**src/rtl/fetch_pkg.sv**
```systemverilog
// rtl/fetch_pkg.sv - shared widths, FSM state type and queue entry type for the fetch unit
package fetch_pkg;

    localparam int ADDR_W  = 32;
    localparam int INSTR_W = 32;

    typedef enum logic [1:0] {
        IDLE  = 2'd0,
        FETCH = 2'd1,
        WAIT  = 2'd2,
        HALT  = 2'd3
    } state_t;

    typedef struct packed {
        logic [ADDR_W-1:0]  pc;
        logic [INSTR_W-1:0] instr;
    } fetch_entry_t;

endpackage

```
**src/rtl/fetch_queue.sv**
```systemverilog
// rtl/fetch_queue.sv - QDEPTH-entry fetch FIFO with synchronous flush, count, head and space outputs
module fetch_queue
    import fetch_pkg::*;
#(
    parameter  int QDEPTH = 2,
    localparam int PW     = (QDEPTH > 1) ? $clog2(QDEPTH) : 1,
    localparam int CW     = $clog2(QDEPTH + 1)
) (
    input  logic         clk_i,
    input  logic         rst_ni,
    input  logic         flush_i,
    input  logic         push_i,
    input  fetch_entry_t push_data_i,
    input  logic         pop_i,
    output fetch_entry_t head_o,
    output logic         space_o,
    output logic [CW-1:0] count_o
);

    fetch_entry_t  mem_q [QDEPTH];
    logic [PW-1:0] rd_ptr_q;
    logic [PW-1:0] wr_ptr_q;
    logic [CW-1:0] count_q;
    logic          pop;
    logic          push;

    function automatic logic [PW-1:0] ptr_inc(input logic [PW-1:0] p);
        return (p == PW'(QDEPTH - 1)) ? '0 : p + 1'b1;
    endfunction

    // A pop frees the slot in the same cycle, so a full queue can still take a push.
    assign pop     = pop_i && (count_q != '0);
    assign space_o = (count_q < CW'(QDEPTH)) || pop;
    assign push    = push_i && space_o;
    assign head_o  = mem_q[rd_ptr_q];
    assign count_o = count_q;

    always_ff @(posedge clk_i) begin
        if (!rst_ni) begin
            rd_ptr_q <= '0;
            wr_ptr_q <= '0;
            count_q  <= '0;
            for (int i = 0; i < QDEPTH; i++) begin
                mem_q[i] <= '0;
            end
        end else if (flush_i) begin
            rd_ptr_q <= '0;
            wr_ptr_q <= '0;
            count_q  <= '0;
        end else begin
            if (push) begin
                mem_q[wr_ptr_q] <= push_data_i;
                wr_ptr_q        <= ptr_inc(wr_ptr_q);
            end
            if (pop) begin
                rd_ptr_q <= ptr_inc(rd_ptr_q);
            end
            case ({push, pop})
                2'b10:   count_q <= count_q + 1'b1;
                2'b01:   count_q <= count_q - 1'b1;
                default: count_q <= count_q;
            endcase
        end
    end

endmodule

```
**src/rtl/fetch_controller.sv**
```systemverilog
// rtl/fetch_controller.sv - fetch PC/FSM driving word-addressed imem into a 2-entry queue toward decode
// Optional out-of-range fetch check enabled by defining FETCH_BOUNDS_CHECK_EN.
module fetch_controller
    import fetch_pkg::*;
#(
    parameter logic [ADDR_W-1:0] RESET_PC  = 32'd0,
    parameter int                MEM_DEPTH = 1001,
    parameter int                QDEPTH    = 2
) (
    input  logic               clk,
    input  logic               rst,
    output logic               imem_req,
    output logic [ADDR_W-1:0]  imem_addr,
    input  logic [INSTR_W-1:0] imem_rdata,
    input  logic               imem_ready,
    input  logic               redirect_valid,
    input  logic [ADDR_W-1:0]  redirect_pc,
    input  logic               halt_req,
    output logic               if_valid,
    input  logic               if_ready,
    output logic [INSTR_W-1:0] if_instr,
    output logic [ADDR_W-1:0]  if_pc,
    output logic               halted,
    output logic               fault
);

    localparam int CW = $clog2(QDEPTH + 1);

    if (MEM_DEPTH < 1) begin : g_bad_mem_depth
        $error("fetch_controller: MEM_DEPTH must be at least 1");
    end

    state_t            state_q, state_d;
    logic [ADDR_W-1:0] fpc_q, fpc_d;
    fetch_entry_t      head;
    fetch_entry_t      push_data;
    logic [CW-1:0]     q_count;
    logic              q_space;
    logic              active;
    logic              oob;
    logic              accept;
    logic              pop;

    assign active = (state_q == FETCH) || (state_q == WAIT);

`ifdef FETCH_BOUNDS_CHECK_EN
    logic fault_q;

    assign oob = active && (fpc_q > ADDR_W'(MEM_DEPTH - 1));

    always_ff @(posedge clk) begin
        if (!rst) begin
            fault_q <= 1'b0;
        end else if (oob && !redirect_valid) begin
            fault_q <= 1'b1;
        end
    end

    assign fault = fault_q;
`else
    assign oob   = 1'b0;
    assign fault = 1'b0;
`endif

    assign imem_req  = active && q_space && !oob;
    assign imem_addr = fpc_q;
    assign accept    = imem_req && imem_ready;
    assign pop       = if_valid && if_ready;
    assign push_data = '{pc: fpc_q, instr: imem_rdata};
    assign if_valid  = (q_count != '0);
    assign if_instr  = head.instr;
    assign if_pc     = head.pc;
    assign halted    = (state_q == HALT);

    fetch_queue #(.QDEPTH(QDEPTH)) u_queue (
        .clk_i       (clk),
        .rst_ni      (rst),
        .flush_i     (redirect_valid),
        .push_i      (accept && !redirect_valid),
        .push_data_i (push_data),
        .pop_i       (pop),
        .head_o      (head),
        .space_o     (q_space),
        .count_o     (q_count)
    );

    // Redirect overrides everything; a halting fetch still lands in the queue.
    always_comb begin
        state_d = state_q;
        fpc_d   = fpc_q;
        if (redirect_valid) begin
            state_d = FETCH;
            fpc_d   = redirect_pc;
        end else begin
            if (accept) begin
                fpc_d = fpc_q + 1'b1;
            end
            if ((halt_req && active) || oob) begin
                state_d = HALT;
            end else begin
                case (state_q)
                    IDLE:    state_d = FETCH;
                    FETCH:   if (imem_req && !imem_ready) state_d = WAIT;
                    WAIT:    if (imem_ready) state_d = FETCH;
                    default: state_d = state_q;
                endcase
            end
        end
    end

    always_ff @(posedge clk) begin
        if (!rst) begin
            state_q <= IDLE;
            fpc_q   <= RESET_PC;
        end else begin
            state_q <= state_d;
            fpc_q   <= fpc_d;
        end
    end

endmodule

```
**config.mk**
```make
export PLATFORM = sky130hd
export DESIGN_NAME = fetch_controller
export DESIGN_NICKNAME = d
export VERILOG_FILES = /design/src/rtl/fetch_pkg.sv /design/src/rtl/fetch_queue.sv /design/src/rtl/fetch_controller.sv
export SDC_FILE = /design/constraint.sdc
export NUM_CORES = 1
export LEC_CHECK = 0
export BUFFER_PORTS_ARGS = -buffer_cell sky130_fd_sc_hd__buf_2
export CORE_MARGIN = 4
export CORE_UTILIZATION = 55
export CTS_BUF_LIST = sky130_fd_sc_hd__clkbuf_8
export CTS_CLUSTER_DIAMETER = 120
export DETAILED_ROUTE_END_ITERATION = 12
export GPL_ROUTABILITY_DRIVEN = 0
export HOLD_SLACK_MARGIN = 0.1
export PLACE_DENSITY = 0.81
export SETUP_SLACK_MARGIN = 0.05
export SLEW_MARGIN = 30
export SYNTH_ARGS = -nofsm -noshare
export SYNTH_HDL_FRONTEND = slang
export SYNTH_SLANG_ARGS = --single-unit
export TNS_END_PERCENT = 50
```
**constraint.sdc**
```tcl
create_clock -name clk -period 7.7 [get_ports clk]
set_input_delay 0.77 -clock clk [delete_from_list [all_inputs] [get_ports clk]]
set_output_delay 0.77 -clock clk [all_outputs]
set_load 0.03 [all_outputs]
```
Yosys cells after proc, flatten, opt, wreduce, memory -nomap -nowiden
Memory sizes are Yosys's and may differ from the RTL's. A register that Yosys moved wholly into a read port is not among the register bits.
Cells that the tools add are included.
{"block": "totals", "register_bits": 38, "ramBits": 128, "inputBits": 70, "out_inout_bits": 100, "elab_cells": 65, "memories": 1}
{"block": "classes", "n_addsub": 5, "magnitude_cmp": 1, "n_eq_ne": 9, "mux": 20, "bitwise_logic": 1, "reduce_logical": 22}
{"name": "u_queue.mem_q", "words": 2, "word_bits": 64, "read_ports": 1, "rd_ports_with_merged_regs": 1, "write_ports": 2, "line": "fetch_queue.sv:20", "rtl": "fetch_entry_t mem_q [QDEPTH];"}
{"cell": "$mux 32", "count": 2}
{"cell": "$mux 64", "count": 1}
{"cell": "$reduce_or 64->1", "count": 1}
{"cell": "$add 32x1->32 const B", "count": 1}
{"cell": "$mux 1", "count": 12}
{"cell": "$logic_and 1x1->1", "count": 8}
{"cell": "$eq 2x2->1 const B", "count": 3}
{"cell": "$mux 2", "count": 3}
{"cell": "$pmux 2 s3", "count": 1}
{"cell": "$reduce_and 3->1", "count": 2}
{"cell": "$reduce_bool 2->1", "count": 3}
{"cell": "$reduce_bool 5->1", "count": 1}
{"cell": "$eq 2x1->1 const B", "count": 2}
{"cell": "$ne 4x2->1 const B", "count": 1}
{"cell": "$ne 4x3->1 const B", "count": 1}
{"cell": "$pmux 2 s2", "count": 1}
{"cell": "$reduce_bool 4->1", "count": 1}
{"cell": "$ne 3x1->1 const B", "count": 1}
{"cell": "$ne 3x2->1 const B", "count": 1}
{"cell": "$add 1x1->1 const B", "count": 2}
{"cell": "$add 2x1->2 const B", "count": 1}
{"cell": "$logic_not 1->1", "count": 2}
{"cell": "$logic_not 2->1", "count": 1}
{"cell": "$logic_or 1x1->1", "count": 2}
{"cell": "4 further kinds", "count": 4}

Longest topological paths before layout
{"block": "depth", "ltp_word": 14, "depth_mapped": 10, "ltp_nobuf": 9}

Modules after synthesis
Synthesis repeated with hierarchy kept, for this count alone.
{"block": "unflattened", "cells_unflattened": 617, "hier_area_um2": 7759.9}
{"module": "fetch_queue", "n_inst": 1, "cells_per_inst": 385, "area_each_um2": 5804.3, "seq_area_each_um2": 3943.8}
{"module": "fetch_controller", "n_inst": 1, "cells_per_inst": 232, "area_each_um2": 1955.6, "seq_area_each_um2": 680.7}

Worst setup path after synthesis
Ideal clock, no wire load.
{"block": "synth_timing", "kind": "input -> register", "startpoint": "input if_ready", "endpoint": "memory u_queue.mem_q[0][0] (netlist name), enable pin", "setup_ps": 574, "arrival_time_ps": 6036, "required_time_ps": 7126, "setup_slack_ps": 1090, "cell_stages": 6, "path_buffers": 2, "cell_sequence": "nor2b_1 -> clkbuf_1 -> nor2_1 -> buf_2 -> nand2_1 -> o21ai_0"}
{"element": "from (decl)", "line": "fetch_controller.sv:20", "rtl": "input logic if_ready,"}
{"element": "to (decl)", "line": "fetch_queue.sv:20"}

==> metrics.yaml <==
status: "complete, no violations"
wirelength_um: 17750
cts_sinks: 167
fp.dieH_um: 127.6
worstSetupStartpoint: "state_q[0]"
final_cell_mix: "buf_2 (168), edfxtp_1 (128), and2_1 (126), mux2_2 (64), o21ai_0 (40)"
numPortBuffers: 168
fin_cells: 988
grt_pass1_wl_um: 27560
grt_antenna_before_repair: 0
post-dp-hpwl_um: 12130
htreeDepth: 4
leakage_nw: 3.786
required_ps: 7800
drc_errors: 0
cts_tree: "built"
clk_pin_slew_ps: 90
fin_setup_tns_ps: 0
report.final.hold_viol_count: 0
cts_resized: 0
placed_cells: 956
synth_compound_area_share_pct: 4.994
muxShareOfSynthArea_pct: 9.671
skew_ps: 8.755
finalCriticalPeriod_ps: 3699
ir_worst_vdd_uv: 90.59
post-route-period-util_pct: 48.04
synth-seq-area-share_pct: 58.79
max_freq_mhz: 270.3
io-pin-count: 170
worstSetupPathType: "register to register"
ys_ff_latch: 167
final_common_cell: "buf_2"
insertion_delay_ps: 460
synth_fa_ha_area_share_pct: 0.9544
min_from: "u_queue.count_o[1]"
tightest_slew_ps: 916.6
syn_to_final_growth_pct: 19.50
avgSynthCellArea_um2: 12.35
fin_util_pct: 67.46
wire_per_inst_um: 17.96
antenna_left: 0
synth_nets: 713
synthXorXnorAreaFrac_pct: 3.786
rsz0062_at_grt: "no"
max-slew-margin-rel_pct: 38.67
start_util_pct: 56.45
synth_flop_cell: "edfxtp_1"
synth_top_family_by_area: "simple AND/OR/NAND/NOR gates"
start_kind: "register"
async_flop_share_pct: 0
yosysTopAreaCell: "edfxtp_1"
rows: 43
maxCapViolations: 0
crit_path_max_fanout: 51
die_w_um: 127.6
nets: 871
cts_buffers: 17
via_count: 5418
globalRouteTotalUtil_pct: 21.89
diodes: 0
hp-class: "register to register"
yosys.area.top_type_share_pct: 48.86
synth_edf_count: 128
root_buffer: "clkbuf_8"
dr.pass1.iters: 5
post_cts_buffers: 0
grt_overflow: 0
ctsLongestPathBuffers: 2
fill_cells: 1007
r2r_start: "state_q[0]"
pwr_density_cell_nw_per_um2: 216.0
grt_max_degree: 65
ys_types: 49
viasPerCell: 5.484
syn-instance-count: 637
dieArea_um2: 16280
report.final.setup_viol: 0
grt_pass1_vias: 5398
arrival_ps: 3800
synth.cell_area_um2: 7866
synthTopCellsByArea: "edfxtp_1 (49%), and2_1 (10%), dfxtp_1 (9.9%), mux2_2 (9.2%), o21ai_0 (2.7%)"
yosys_warnings: 0
synth_simple_gate_area_share_pct: 18.94
drive_gt1_share_pct: 36.76
ctsHoldBuffers: 0
maxSlewViolCount: 0
first_iter_violations: 492
fp.coreArea_um2: 13930
endpoint_kind: "register"
-- state kept, by name, indices dropped and copies added, names as in the netlist, named ones only --
signal            count
u_queue.mem_q       128
imem_addr            32
state_q               2
u_queue.count_o       2
u_queue.rd_ptr_q      1
u_queue.wr_ptr_q      1
-- final timing paths --
| path | endpoint | slack [ps] | cells after the start |
|---|---|---|---|
| setup / recovery | u_queue.mem_q[1][35] | 4000 | 7 |
| hold / removal | u_queue.count_o[1] | 530 | 2 |
| setup reg to reg | u_queue.mem_q[1][35] | 4000 | 7 |
| hold reg to reg | u_queue.count_o[1] | 530 | 2 |
-- synth_stat cells, drive strengths merged, types with 2 or more instances --
cell	n
edfxtp	128
and2	128
and3	5
nor2	12
nand2	37
dfxtp	39
or3	2
inv	11
nand2b	3
or2	2
nand4	8
or4	3
o21ai	43
a31oi	2
nor4	6
buf	3
a21oi	20
nor4b	4
xor2	13
clkbuf	34
xnor2	21
mux2	64
nor3	15
o2bb2ai	2
nand3	13
ha	6
o31ai	2
mux2i	4
-- layout make-up --
cell class | count | area (um^2) | share of cell area, %
Clock buffer | 18 | 247.7 | 2.635
Clock inverter | 14 | 221.5 | 2.356
Inverter | 11 | 41.29 | 0.4392
Multi-Input combinational cell | 422 | 3058 | 32.53
Sequential cell | 167 | 4626 | 49.21
Tap cell | 180 | 225.2 | 2.396
Timing Repair Buffer | 176 | 980.9 | 10.44
-- critical path, cell delays in order, from the launching register on --
cell and delay, ps:
dfxtp_1 410, inv_1 90, ha_1 370, nand2_1 200
nor2_1 750, nand3_4 340, o21ai_4 490, buf_4 640
-- per-stage QoR --
stage	area [um^2]	setup slack, ps	hold WS [ps]	total power, mW
3_3_place_gp	8821	4148	496.5	1.313
3_5_place_dp	8931	4015	508.3	1.326
4_1_cts	9400	4039	525.2	2.043
6_report	9400	4001	526.8	2.031
2_1_floorplan	7866	1090	475.0	1.239
5_1_grt	9400	3753	550.7	2.103
-- routing by layer --
metal / GRT usage [%] / part of all wire (%)
met2: 36.70 / 50
met5: 0 / 0
met3: 4.849 / 7.7
met4: 7.928 / 1.6
met1: 28.11 / 41
-- power breakdown --
part           internal [mW]  switching [mW]
Clock                  0.397           0.329
Combinational         0.0854           0.170
Sequential              1.02          0.0329
Total                   1.50           0.531
-- logic make-up (layout without fill, tap and decap cells) --
| kind of cell | count (synthesis) | count (layout) |
|---|---|---|
| other | 1 | 1 |
| adder cells (fa/ha/maj) | 6 | 6 |
| AO/OA/AOI/OAI | 72 | 72 |
| AND/OR/NAND/NOR | 241 | 241 |
| multiplexers | 68 | 68 |
| XOR/XNOR | 34 | 34 |
| buffers and inverters | 48 | 219 |
| flip-flops | 167 | 167 |
Power figures use the tool's default switching activity.
